## src/rtl/vote_tally_pkg.sv

```systemverilog
// Shared types and constants for the vote-collection stage and the downstream
// winner-selection block.
package evm_pkg;

  localparam int NUM_CAND = 3;
  localparam int CNT_W    = 4;
  localparam logic [CNT_W-1:0] CNT_MAX = 4'd15;

  typedef enum logic [1:0] {
    IDLE   = 2'd0,
    OPEN   = 2'd1,
    CLOSED = 2'd2
  } poll_state_t;

  // Packed layout consumed as-is by the winner stage; slot 0 is the low nibble.
  typedef logic [NUM_CAND-1:0][CNT_W-1:0] cand_arr_t;

  function automatic logic is_onehot(input logic [NUM_CAND-1:0] v);
    return (v != '0) && ((v & (v - 1'b1)) == '0);
  endfunction

  function automatic logic [CNT_W-1:0] sat_inc(input logic [CNT_W-1:0] c);
    return (c == CNT_MAX) ? c : c + 4'd1;
  endfunction

endpackage

```

## src/rtl/vote_tally_if.sv

```systemverilog
// Officer controls, candidate buttons and tally results for one polling unit.
interface vote_tally_if;
  import evm_pkg::*;

  logic                start_i;
  logic                close_i;
  logic                ballot_en_i;
  logic [NUM_CAND-1:0] vote_btn_i;
  cand_arr_t           candidate_numbers;
  cand_arr_t           vote_counts;
  logic                results_valid;
  logic                ballot_ready;
  logic                vote_ack;
  logic                vote_err;
  logic                sat_flag;
  poll_state_t         state;

  // Handshake: a lone button edge is taken when ballot_ready is high, and
  // vote_ack is the one-cycle accept strobe; an edge offered while
  // ballot_ready is low (or together with another edge) yields vote_err.
  modport master (
    output start_i, close_i, ballot_en_i, vote_btn_i,
    input  candidate_numbers, vote_counts, results_valid, ballot_ready,
           vote_ack, vote_err, sat_flag, state
  );

  modport slave (
    input  start_i, close_i, ballot_en_i, vote_btn_i,
    output candidate_numbers, vote_counts, results_valid, ballot_ready,
           vote_ack, vote_err, sat_flag, state
  );
endinterface

```

## src/rtl/vote_tally_btn_sync_edge.sv

```systemverilog
// Per-bit two-flop synchroniser followed by a rising-edge detector.
module btn_sync_edge #(
  parameter int W = 3
) (
  input  logic         clk,
  input  logic         rst,
  input  logic [W-1:0] btn,
  output logic [W-1:0] rise
);
  logic [W-1:0] sync1;
  logic [W-1:0] sync2;
  logic [W-1:0] prev;

  always_ff @(posedge clk) begin
    if (rst) begin
      sync1 <= '0;
      sync2 <= '0;
      prev  <= '0;
    end else begin
      sync1 <= btn;
      sync2 <= sync1;
      prev  <= sync2;
    end
  end

  assign rise = sync2 & ~prev;
endmodule

```

## src/rtl/vote_tally.sv

```systemverilog
// Poll session FSM and saturating per-candidate tallies.
// Build option EVM_BALLOT_LOCK_EN: one vote per officer-issued ballot.
module vote_tally
  import evm_pkg::*;
#(
  parameter logic [3:0] CAND0_NUM = 4'd1,
  parameter logic [3:0] CAND1_NUM = 4'd2,
  parameter logic [3:0] CAND2_NUM = 4'd3
) (
  input logic        clk,
  input logic        rst,
  vote_tally_if.slave bus
);
  poll_state_t         state_q, state_d;
  cand_arr_t           counts_q, counts_d;
  logic                ack_q, ack_d;
  logic                err_q, err_d;
  logic                sat_q, sat_d;
  logic [NUM_CAND-1:0] edges;
  logic                ready;

  btn_sync_edge #(.W(NUM_CAND)) u_sync (
    .clk  (clk),
    .rst  (rst),
    .btn  (bus.vote_btn_i),
    .rise (edges)
  );

`ifdef EVM_BALLOT_LOCK_EN
  logic armed_q, armed_d;
  assign ready = (state_q == OPEN) && armed_q;
`else
  wire unused_ballot_en = bus.ballot_en_i;
  assign ready = (state_q == OPEN);
`endif

  always_comb begin
    state_d  = state_q;
    counts_d = counts_q;
    ack_d    = 1'b0;
    err_d    = 1'b0;
    sat_d    = sat_q;
`ifdef EVM_BALLOT_LOCK_EN
    armed_d  = armed_q;
`endif
    case (state_q)
      IDLE: begin
        if (bus.start_i) begin
          state_d = OPEN;
`ifdef EVM_BALLOT_LOCK_EN
          armed_d = 1'b0;
`endif
        end
      end
      OPEN: begin
        // Closing takes priority: a coincident edge is dropped without error.
        if (bus.close_i) begin
          state_d = CLOSED;
        end else if (edges != '0) begin
          if (ready && is_onehot(edges)) begin
            ack_d = 1'b1;
            for (int i = 0; i < NUM_CAND; i++) begin
              if (edges[i]) begin
                counts_d[i] = sat_inc(counts_q[i]);
                if (counts_q[i] >= CNT_MAX - 4'd1) sat_d = 1'b1;
              end
            end
`ifdef EVM_BALLOT_LOCK_EN
            armed_d = 1'b0;
`endif
          end else begin
            err_d = 1'b1;
          end
        end
`ifdef EVM_BALLOT_LOCK_EN
        if (bus.ballot_en_i) armed_d = 1'b1;
`endif
      end
      CLOSED: ;
      default: state_d = IDLE;
    endcase
  end

  always_ff @(posedge clk) begin
    if (rst) begin
      state_q  <= IDLE;
      counts_q <= '0;
      ack_q    <= 1'b0;
      err_q    <= 1'b0;
      sat_q    <= 1'b0;
`ifdef EVM_BALLOT_LOCK_EN
      armed_q  <= 1'b0;
`endif
    end else begin
      state_q  <= state_d;
      counts_q <= counts_d;
      ack_q    <= ack_d;
      err_q    <= err_d;
      sat_q    <= sat_d;
`ifdef EVM_BALLOT_LOCK_EN
      armed_q  <= armed_d;
`endif
    end
  end

  assign bus.candidate_numbers = {CAND2_NUM, CAND1_NUM, CAND0_NUM};
  assign bus.vote_counts       = counts_q;
  assign bus.results_valid     = (state_q == CLOSED);
  assign bus.ballot_ready      = ready;
  assign bus.vote_ack          = ack_q;
  assign bus.vote_err          = err_q;
  assign bus.sat_flag          = sat_q;
  assign bus.state             = state_q;
endmodule

```

## src/flat_wrapper.sv

```systemverilog
// flat-port wrapper written by rule: the top's interface ports become plain ports
module vote_tally_flat import evm_pkg::*;
#(
  parameter logic [3:0] CAND0_NUM = 4'd1,
  parameter logic [3:0] CAND1_NUM = 4'd2,
  parameter logic [3:0] CAND2_NUM = 4'd3
)
  (clk, rst, bus_start_i, bus_close_i, bus_ballot_en_i, bus_vote_btn_i, bus_candidate_numbers, bus_vote_counts, bus_results_valid, bus_ballot_ready, bus_vote_ack, bus_vote_err, bus_sat_flag, bus_state);
  vote_tally_if bus_i ();
  input logic clk;
  input logic rst;
  input wire logic [$bits(bus_i.start_i)-1:0] bus_start_i;
  input wire logic [$bits(bus_i.close_i)-1:0] bus_close_i;
  input wire logic [$bits(bus_i.ballot_en_i)-1:0] bus_ballot_en_i;
  input wire logic [$bits(bus_i.vote_btn_i)-1:0] bus_vote_btn_i;
  output wire logic [$bits(bus_i.candidate_numbers)-1:0] bus_candidate_numbers;
  output wire logic [$bits(bus_i.vote_counts)-1:0] bus_vote_counts;
  output wire logic [$bits(bus_i.results_valid)-1:0] bus_results_valid;
  output wire logic [$bits(bus_i.ballot_ready)-1:0] bus_ballot_ready;
  output wire logic [$bits(bus_i.vote_ack)-1:0] bus_vote_ack;
  output wire logic [$bits(bus_i.vote_err)-1:0] bus_vote_err;
  output wire logic [$bits(bus_i.sat_flag)-1:0] bus_sat_flag;
  output wire logic [$bits(bus_i.state)-1:0] bus_state;
  assign bus_i.start_i = bus_start_i;
  assign bus_i.close_i = bus_close_i;
  assign bus_i.ballot_en_i = bus_ballot_en_i;
  assign bus_i.vote_btn_i = bus_vote_btn_i;
  assign bus_candidate_numbers = bus_i.candidate_numbers;
  assign bus_vote_counts = bus_i.vote_counts;
  assign bus_results_valid = bus_i.results_valid;
  assign bus_ballot_ready = bus_i.ballot_ready;
  assign bus_vote_ack = bus_i.vote_ack;
  assign bus_vote_err = bus_i.vote_err;
  assign bus_sat_flag = bus_i.sat_flag;
  assign bus_state = bus_i.state;
  vote_tally #(.CAND0_NUM(CAND0_NUM), .CAND1_NUM(CAND1_NUM), .CAND2_NUM(CAND2_NUM)) u_core (.clk(clk), .rst(rst), .bus(bus_i));
endmodule
```

## config.mk

```make
export PLATFORM = sky130hd
export DESIGN_NAME = vote_tally_flat
export DESIGN_NICKNAME = d
export VERILOG_FILES = /design/src/rtl/vote_tally_pkg.sv /design/src/rtl/vote_tally_if.sv /design/src/rtl/vote_tally_btn_sync_edge.sv /design/src/rtl/vote_tally.sv /design/src/flat_wrapper.sv
export SDC_FILE = /design/constraint.sdc
export NUM_CORES = 1
export LEC_CHECK = 0
export ABC_AREA = 1
export CAP_MARGIN = 40
export CORE_AREA = 2 2 56 58
export DETAILED_ROUTE_END_ITERATION = 12
export DIE_AREA = 0 0 58 60
export PLACE_DENSITY = 0.88
export SYNTH_ARGS = -nofsm -noshare
export SYNTH_HDL_FRONTEND = slang
export SYNTH_SLANG_ARGS = --single-unit
```

## constraint.sdc

```tcl
create_clock -name clk -period 3.8 [get_ports clk]
set_clock_uncertainty 0.15 [all_clocks]
set_input_delay 0.38 -clock clk [delete_from_list [all_inputs] [get_ports clk]]
set_output_delay 0.38 -clock clk [all_outputs]
set_load 0.05 [all_outputs]
```

==> flow_summary.json, run 1 <==
{
  "status": "finished, final reports clean",
  "ant_nets": 0,
  "critPathCaptureType": "primary output",
  "arrival_ns": 1.82,
  "drive_gt1_share_pct": 10.68,
  "fmax_ghz": 0.4250,
  "cp_slowest_cell": "clkdlybuf4s50_1",
  "nFillCells": 267,
  "nets": 221,
  "htreeDepth": 1,
  "finalSetupViolCount": 0,
  "clk_pin_slew_ns": 0.14,
  "crit_fanout": 3,
  "synth-seq-area-share_pct": 37.68,
  "worstPathRequired_ns": 3.27,
  "viasPerCell": 4.820,
  "grt_max_degree": 27,
  "area_growth_pct": 19.47,
  "post_drt_wl_per_cell_um": 10.27,
  "cp_cell_sequence": "inv_1 -> nor2_1 -> clkdlybuf4s50_1",
  "routabilityCongestion": 0.7454,
  "die_y_um": 60,
  "wirelength_um": 2455,
  "hold_path_class": "register to register",
  "relSlewSlack_pct": 37.80,
  "gr-total-overflow": 0,
  "ios": 39,
  "multi_input_area_um2": 676.9,
  "yosysWarnings": 0,
  "grt_pass1_vias": 1040,
  "maxSlewViolCount": 0,
  "drc": 0,
  "die_w_um": 58,
  "clock_latency_ns": 0.33,
  "vias": 1152,
  "regArea_um2": 520.5,
  "ir_drop_v": 0.0002128,
  "core_mm2": 0.002903,
  "grt_pass1_wl_um": 4388,
  "hpwl_um": 1775,
  "maxCapViolCount": 0,
  "p_leak_nw": 0.6858,
  "critPathTopFamily": "buffers and inverters",
  "grt_usage_pct": 16.32,
  "dr.pass1.iters": 4,
  "finalSetupTns_ns": 0,
  "cts_tree": "done",
  "synth_area_mm2": 0.001381,
  "tightestPinTransition_ns": 0.9300,
  "syn_inst": 183,
  "port_buffers": 25,
  "ys_types": 24,
  "grt_antenna_before_repair": 0,
  "rsz0062_at_grt": "false",
  "path_class": "register to primary output",
  "cts_root_buf": "clkbuf_4",
  "num_antenna_cells": 0,
  "drt-initial-drc-count": 32,
  "cpPeakStageDelay_ns": 0.81,
  "cts_hold_buf": 0,
  "startpoint_type": "register",
  "start_util_pct": 47.59,
  "p_per_area_mw_per_mm2": 335.0,
  "dieArea_mm2": 0.003480,
  "ys_ff_latch": 26,
  "worst-path-buf-inv": 2,
  "clock_sinks": 26,
  "syn_area_per_cell_um2": 7.548,
  "ctsResizeCount": 0,
  "hold_viol_final": 0,
  "core.rowCount": 20,
  "period_minus_slack_ns": 2.353,
  "postCtsSetupRepairBufs": 0,
  "final_cell_area_mm2": 0.001650,
  "placed_area_mm2": 0.001598,
  "min_period_over_period_pct": 61.92,
  "cts_buffers": 3,
  "clockBufferDepth": 2
}
[metrics by stage]
| stage | hold WS [ns] | worst slack, ns | instances | power, W | util [%] |
|---|---|---|---|---|---|
| final | 0.2675 | 1.447 | 239 | 0.0005529 | 56.85 |
| after floorplan | 0.2383 | 1.724 | 193 | 0.0003612 | - |
| after global placement | 0.2421 | 1.831 | 235 | 0.0003660 | 55.04 |
| after global routing | 0.2955 | 1.313 | 239 | 0.0005740 | 56.85 |
| after CTS | 0.2697 | 1.436 | 239 | 0.0005552 | 56.85 |
| after detailed placement | 0.2486 | 1.785 | 235 | 0.0003673 | 55.04 |
[worst min-delay path: cells and delay by family, from the launching register on]
family / cells / cell delay [ns]
buffers and inverters: 1 / 0.04
DFF: 1 / 0.33
and+or+nand+nor: 1 / 0.03
[path summary, 6_finish.rpt]
kind                            cells past startpoint  slack (ns)                                 to                                    from
worst max-delay path                                3        1.45                  bus_results_valid        u_core.bus.state[1]$_SDFFE_PP0P_
worst min-delay path                                2        0.27  u_core.u_sync.sync2[2]$_SDFF_PP0_       u_core.u_sync.sync1[2]$_SDFF_PP0_
worst max register to register                      7        2.26   u_core.bus.sat_flag$_SDFFE_PP0P_  u_core.bus.vote_counts[0]$_SDFFE_PP0P_
worst min register to register                      2        0.27  u_core.u_sync.sync2[2]$_SDFF_PP0_       u_core.u_sync.sync1[2]$_SDFF_PP0_
[routing by layer]
layer | routed length, µm | vias to the layer above | part of all wire [%] | track usage (%)
met5 | 0 | - | 0 | 0
met2 | 1183 | 36 | 48 | 28.73
li1 | - | 592 | - | -
met4 | 74 | 0 | 3.0 | 9.302
met1 | 1088 | 516 | 44 | 18.75
met3 | 109 | 8 | 4.4 | 2.597
[cells in the final DEF (no fill, tap or decap)]
cell,Yosys,layout
nor2_8,1,1
inv_2,4,4
nor4_1,1,1
nand3_2,2,2
nor2_4,4,4
or2_2,1,1
nand3_1,23,23
nor2_2,1,1
nor2_1,15,15
nor3_1,1,1
nand2_2,4,4
nand3b_1,1,1
a21oi_1,15,15
inv_1,25,25
bufinv_16,0,1
dfxtp_1,26,26
ha_1,6,6
clkbuf_4,0,3
nand2_1,28,28
xor2_1,3,3
clkdlybuf4s50_1,0,25
conb_1,2,12
nand2_4,1,1
xnor2_1,3,3
[cell type report]
class                   instances  share of cell area, %
multi-input cells             122                  41.02
flip-flops and latches         26                  31.54
repair buffers                 25                  15.16
inverters                      29                  6.596
well taps                      33                  2.502
clock inverters                 1                  1.820
clock buffers                   3                  1.365
[state kept, by name, summed over array words and instances (netlist names)]
name / count
u_core.u_sync.sync2: 3
u_core.bus.vote_ack: 1
u_core.u_sync.sync1: 3
u_core.bus.state: 2
u_core.bus.vote_err: 1
u_core.u_sync.prev: 3
u_core.bus.vote_counts: 12
u_core.bus.sat_flag: 1
[cell families after synthesis]
logic type                 after synthesis  synth area share (%)
and+or+nand+nor                         83                 31.07
buffers and inverters                   45                 16.03
DFF                                     26                 37.68
AOI/OAI and AO/OA                       15                 5.435
xor gates and xnor gates                 6                 3.805
adders and majority gates                6                 5.435
other                                    2                0.5437
[synthesized netlist by cell type (all sizes together)]
library cell  count  share of area (%)
nor3              1               0.36
nand3b            1               0.54
buf              13                7.3
or2               1               0.45
conb              2               0.54
clkbuf            3               0.82
nor4              1               0.45
inv              29                7.9
a21oi            15                5.4
nand3            25                9.8
nand2            33                 10
xor2              3                1.9
ha                6                5.4
nor2             21                9.2
xnor2             3                1.9
dfxtp            26                 38
[report_power, final]
part,internal (W),total [W],switching (W)
clock network,0.000107,0.000191,0.0000844
registers,0.000278,0.000282,0.00000333
logic,0.0000185,0.0000802,0.0000617
total,0.000404,0.000553,0.000149
Power figures use the tool's default switching activity.
==> run 2, diff against run 1 <==
--- a/config.mk
+++ b/config.mk
@@ -7,10 +7,10 @@
 export LEC_CHECK = 0
 export ABC_AREA = 1
 export CAP_MARGIN = 40
-export CORE_AREA = 2 2 56 58
+export CORE_AREA = 2 2 61 63
 export DETAILED_ROUTE_END_ITERATION = 12
-export DIE_AREA = 0 0 58 60
-export PLACE_DENSITY = 0.88
+export DIE_AREA = 0 0 63 65
+export PLACE_DENSITY = 0.79
 export SYNTH_ARGS = -nofsm -noshare
 export SYNTH_HDL_FRONTEND = slang
 export SYNTH_SLANG_ARGS = --single-unit
==> constraint.sdc (replaced) <==
create_clock -name clk -period 2 [get_ports clk]
set_clock_uncertainty 0.15 [all_clocks]
set_input_delay 0.2 -clock clk [delete_from_list [all_inputs] [get_ports clk]]
set_output_delay 0.2 -clock clk [all_outputs]
set_load 0.05 [all_outputs]
==> run 2 against run 1 <==
  * Design area grew 2.6%
  * Clock power grew 86%
  * Via count down 0.26%
  * Sequential share of layout area down 0.79 points
  * Die area increased by 18%
  * First-iteration DRC count up 69%
  * Sequential cell count is the same
==> flow_summary.json, run 2 (synthesis gave the netlist of run 1 again) <==
{
  "status": "finished, final reports clean",
  "path_class": "register to primary output",
  "nets": 222,
  "worst-path-buf-inv": 1,
  "post_drt_wl_per_cell_um": 9.663,
  "core.rowCount": 22,
  "hold_slack_ns": 0.2272,
  "grt_antenna_before_repair": 0,
  "wirelength_um": 2464,
  "cpPeakStageDelay_ns": 0.83,
  "min_period_over_period_pct": 96.31,
  "vias": 1149,
  "area_growth_pct": 22.55,
  "fmax_ghz": 0.5191,
  "gr-total-overflow": 0,
  "arrival_ns": 1.58,
  "finalSetupTns_ns": 0,
  "grt_usage_pct": 12.66,
  "period_minus_slack_ns": 1.926,
  "start_util_pct": 39.51,
  "drc": 0,
  "critPathTopFamily": "buffers and inverters",
  "startpoint_type": "register",
  "ant_nets": 0,
  "grt_max_degree": 27,
  "hold_path_class": "primary input to register",
  "ios": 39,
  "die_w_um": 63,
  "dr.pass1.iters": 4,
  "cts_tree": "done",
  "regArea_um2": 520.5,
  "worstPathRequired_ns": 1.65,
  "clockBufferDepth": 2,
  "maxCapViolCount": 0,
  "crit_fanout": 5,
  "maxSlewViolCount": 0,
  "clk_pin_slew_ns": 0.14,
  "tightestPinTransition_ns": 0.5170,
  "clock_sinks": 26,
  "num_antenna_cells": 0,
  "relSlewSlack_pct": 65.48,
  "cp_slowest_cell": "clkdlybuf4s50_1",
  "finalSetupViolCount": 0,
  "grt_pass1_vias": 1031,
  "layout_common_cells": "nand2_1 (28), dfxtp_1 (26), inv_1 (25)",
  "cp_cell_sequence": "clkdlybuf4s50_1",
  "rsz0062_at_grt": "false",
  "cts_buffers": 3,
  "ir_drop_v": 0.0003463,
  "htreeDepth": 1,
  "viasPerCell": 4.506,
  "p_leak_nw": 0.8673,
  "port_buffers": 25,
  "hpwl_um": 1809,
  "die_y_um": 65,
  "drt-initial-drc-count": 54,
  "grt_pass1_wl_um": 4195,
  "final_common_cell": "nand2_1",
  "drive_gt1_share_pct": 12.08,
  "critPathCaptureType": "primary output",
  "clock_latency_ns": 0.32,
  "dieArea_mm2": 0.004095,
  "routabilityCongestion": 0.8713,
  "core_mm2": 0.003496,
  "cts_root_buf": "clkbuf_4",
  "multi_input_area_um2": 676.9,
  "hold_viol_final": 0,
  "largest_reg_flops": 12,
  "nFillCells": 353,
  "cts_hold_buf": 0,
  "p_per_area_mw_per_mm2": 615.8,
  "postCtsSetupRepairBufs": 0
}
==> run 2: area by class of cell <==
cell class	instances	area share [%]
multi-input cells	122	39.99
inverters	29	6.430
flip-flops and latches	26	30.75
clock inverters	1	1.774
well taps	48	3.548
clock buffers	3	1.330
repair buffers	26	16.19
==> run 2: tightest hold or removal path, stage by stage <==
cell and delay, ns:
clkdlybuf4s50_1 0.39, inv_1 0.05, nor2_1 0.03
==> run 2: per-stage QoR <==
step	total power (W)	worst slack, ns	utilization, %	area (µm²)	cells
detailed placement	0.0006989	0.3551	46.31	1619	251
CTS	0.001056	0.01806	47.78	1670	255
finish	0.001042	0.07374	48.43	1693	255
global placement	0.0006974	0.3626	46.31	1619	251
global route	0.001088	0.01776	48.43	1693	255
floorplan	0.0006862	0.003534	-	1419	193
==> run 2: timing repair <==
action	in CTS	in global routing
pin swaps	0	0
resized for setup	1	9
setup endpoints to repair	1	9
==> run 2: worst paths after layout <==
check	cells after the start	slack, ns	from	endpoint
min	3	0.23	bus_vote_btn_i[1]	u_core.u_sync.sync1[1]$_SDFF_PP0_
min reg2reg	2	0.26	u_core.u_sync.sync1[0]$_SDFF_PP0_	u_core.u_sync.sync2[0]$_SDFF_PP0_
max reg2reg	7	0.48	u_core.bus.vote_counts[0]$_SDFFE_PP0P_	u_core.bus.sat_flag$_SDFFE_PP0P_
max	1	0.07	u_core.bus.vote_counts[4]$_SDFFE_PP0P_	bus_vote_counts[4]
==> run 2: metal layers <==
metal  track usage, %  vias to the layer above  wire length, µm
met5                0                        -                0
met2            23.01                       37             1198
met4            7.222                        0               47
met3            2.431                        6              124
met1            13.70                      517             1093
li1                 -                      589                -
==> run 2: report_power, final <==
group	internal, W	switching [W]	total, W	leakage, nW
Sequential	0.000529	0.00000637	0.000535	0.211
Combinational	0.0000346	0.000117	0.000152	0.628
Clock	0.000203	0.000153	0.000356	0.0279
==> run 3, diff against run 2 <==
--- a/config.mk
+++ b/config.mk
@@ -7,10 +7,12 @@
 export LEC_CHECK = 0
 export ABC_AREA = 1
 export CAP_MARGIN = 40
-export CORE_AREA = 2 2 61 63
+export CORE_AREA = 2 2 58 60
+export CTS_BUF_LIST = sky130_fd_sc_hd__clkbuf_16
 export DETAILED_ROUTE_END_ITERATION = 12
-export DIE_AREA = 0 0 63 65
-export PLACE_DENSITY = 0.79
+export DIE_AREA = 0 0 60 62
+export GPL_ROUTABILITY_DRIVEN = 0
+export PLACE_DENSITY = 0.83
 export SYNTH_ARGS = -nofsm -noshare
 export SYNTH_HDL_FRONTEND = slang
 export SYNTH_SLANG_ARGS = --single-unit
==> constraint.sdc (replaced) <==
create_clock -name clk -period 2.2 [get_ports clk]
set_clock_uncertainty 0.15 [all_clocks]
set_input_delay 0.22 -clock clk [delete_from_list [all_inputs] [get_ports clk]]
set_output_delay 0.22 -clock clk [all_outputs]
set_load 0.05 [all_outputs]
==> run 3 against run 2 <==
  * Cell count down 0.78%
  * Wire length up 1.1%
  * Register-to-register slack better by 0.21 ns
  * Critical path type unchanged
  * Critical endpoint is now bus_ballot_ready
  * Largest power group unchanged
==> flow_summary.json, run 3 (synthesis gave the netlist of run 1 again) <==
{
  "worstPathRequired_ns": 1.83,
  "die_w_um": 60,
  "dr.pass1.iters": 4,
  "grt_usage_pct": 14.44,
  "critPathCaptureType": "primary output",
  "min_period_over_period_pct": 92.26,
  "area_growth_pct": 23.28,
  "clock_sinks": 26,
  "tightestPinTransition_ns": 0.5162,
  "finalSetupTns_ns": 0,
  "grt_max_degree": 27,
  "p_sw_w": 0.0002731,
  "finalSetupViolCount": 0,
  "hold_viol_final": 0,
  "nFillCells": 304,
  "die_y_um": 62,
  "core.rowCount": 21,
  "num_antenna_cells": 0,
  "hold_depth": 2,
  "p_leak_nw": 0.7189,
  "rsz0062_at_grt": "false",
  "hold_path_class": "register to register",
  "internal_power_w": 0.0007566,
  "crit_fanout": 7,
  "cts_hold_buf": 0,
  "post_drt_wl_per_cell_um": 9.850,
  "largest_reg_flops": 12,
  "p_clk_share_pct": 39.3,
  "grt_pass1_vias": 1012,
  "cp_slowest_cell": "clkdlybuf4s50_1",
  "p_seq_share_pct": 47.2,
  "busiest_layer": "met2",
  "layout_common_cells": "nand2_1 (28), dfxtp_1 (26), inv_1 (25)",
  "grt_antenna_before_repair": 0,
  "hpwl_um": 1752,
  "reg2regPathDepth": 7,
  "grtUsageMet1_pct": 15.49,
  "start_util_pct": 43.45,
  "ios": 39,
  "htreeDepth": 1,
  "drive_gt1_share_pct": 10.63,
  "cts_tree": "done",
  "cp_cell_sequence": "inv_2 -> nor2_8 -> clkdlybuf4s50_1",
  "cpPeakStageDelay_ns": 0.82,
  "wirelength_um": 2492,
  "fmax_ghz": 0.4927,
  "use_met2_pct": 27.48,
  "period_minus_slack_ns": 2.030,
  "ant_nets": 0,
  "cts_root_buf": "clkbuf_16",
  "postCtsSetupRepairBufs": 0,
  "p_sw_share_pct": 26.52,
  "gr-total-overflow": 0,
  "relSlewSlack_pct": 65.48,
  "hold_slack_ns": 0.2549,
  "core_mm2": 0.003179,
  "grt_pass1_wl_um": 4036,
  "final_common_cell": "nand2_1",
  "clockBufferDepth": 2,
  "maxSlewViolCount": 0,
  "pwr-share-comb_pct": 13.5,
  "vias": 1139,
  "maxCapViolCount": 0,
  "drc": 0,
  "path_class": "register to primary output",
  "clock_latency_ns": 0.26,
  "clk_pin_slew_ns": 0.06,
  "cts_buffers": 3,
  "startpoint_type": "register",
  "p_per_area_mw_per_mm2": 604.7,
  "status": "finished, final reports clean",
  "dieArea_mm2": 0.003720,
  "drt-initial-drc-count": 45,
  "ir_drop_v": 0.0005091,
  "arrival_ns": 1.66,
  "met3_usage_pct": 4.348,
  "viasPerCell": 4.502,
  "nets": 222,
  "port_buffers": 25
}
-- run 3: critical path: cells and delay by family, from the launching register on --
kind	cells	cell delay, ns
and+or+nand+nor	1	0.14
buffers and inverters	2	0.90
DFF	1	0.36
-- run 3: area by class of cell --
type / count / area [µm²] / area share, %
Inverter: 29 / 108.9 / 6.392
Tap cell: 46 / 57.56 / 3.380
Sequential cell: 26 / 520.5 / 30.57
Clock inverter: 1 / 3.754 / 0.2204
Multi-Input combinational cell: 122 / 676.9 / 39.75
Clock buffer: 3 / 75.07 / 4.409
Timing Repair Buffer: 26 / 260.3 / 15.28
-- run 3: stage by stage --
step	util [%]	worst slack, ns	cell area (µm²)	instances	total power, W
6_report	53.56	0.1702	1703	253	0.001030
5_1_grt	53.56	0.1184	1703	253	0.001062
4_1_cts	53.48	0.07959	1700	253	0.001033
3_5_place_dp	51.00	0.3619	1622	249	0.0006358
3_3_place_gp	51.00	0.3891	1622	249	0.0006347
2_1_floorplan	-	0.2035	1419	193	0.0006238
-- run 3: layer usage --
metal  up-vias  wire length, µm
li1        588                -
met1       521             1026
met2        28             1337
met3         2              116
met4         0               10
met5         -                0
-- run 3: timing repair --
item                                    4_1_cts  5_1_grt
endpoints found under the hold margin         0        0
gates resized for setup                       0        1
endpoints found under the setup margin        0        1
-- run 3: power by group through the flow --
stage / Clock [W] / Combinational [W] / Sequential (W)
floorplan: 0 / 0.000117 / 0.000507
global placement: 0 / 0.000138 / 0.000497
detailed placement: 0 / 0.000139 / 0.000497
CTS: 0.000407 / 0.000140 / 0.000486
global route: 0.000426 / 0.000149 / 0.000487
finish: 0.000404 / 0.000139 / 0.000486
-- run 3: final timing paths --
| kind | slack (ns) | from | end |
|---|---|---|---|
| max | 0.17 | u_core.bus.state[0]$_SDFFE_PP0P_ | bus_ballot_ready |
| min | 0.25 | u_core.u_sync.sync1[1]$_SDFF_PP0_ | u_core.u_sync.sync2[1]$_SDFF_PP0_ |
| max reg2reg | 0.69 | u_core.bus.vote_counts[9]$_SDFFE_PP0P_ | u_core.bus.vote_counts[10]$_SDFFE_PP0P_ |
| min reg2reg | 0.25 | u_core.u_sync.sync1[1]$_SDFF_PP0_ | u_core.u_sync.sync2[1]$_SDFF_PP0_ |
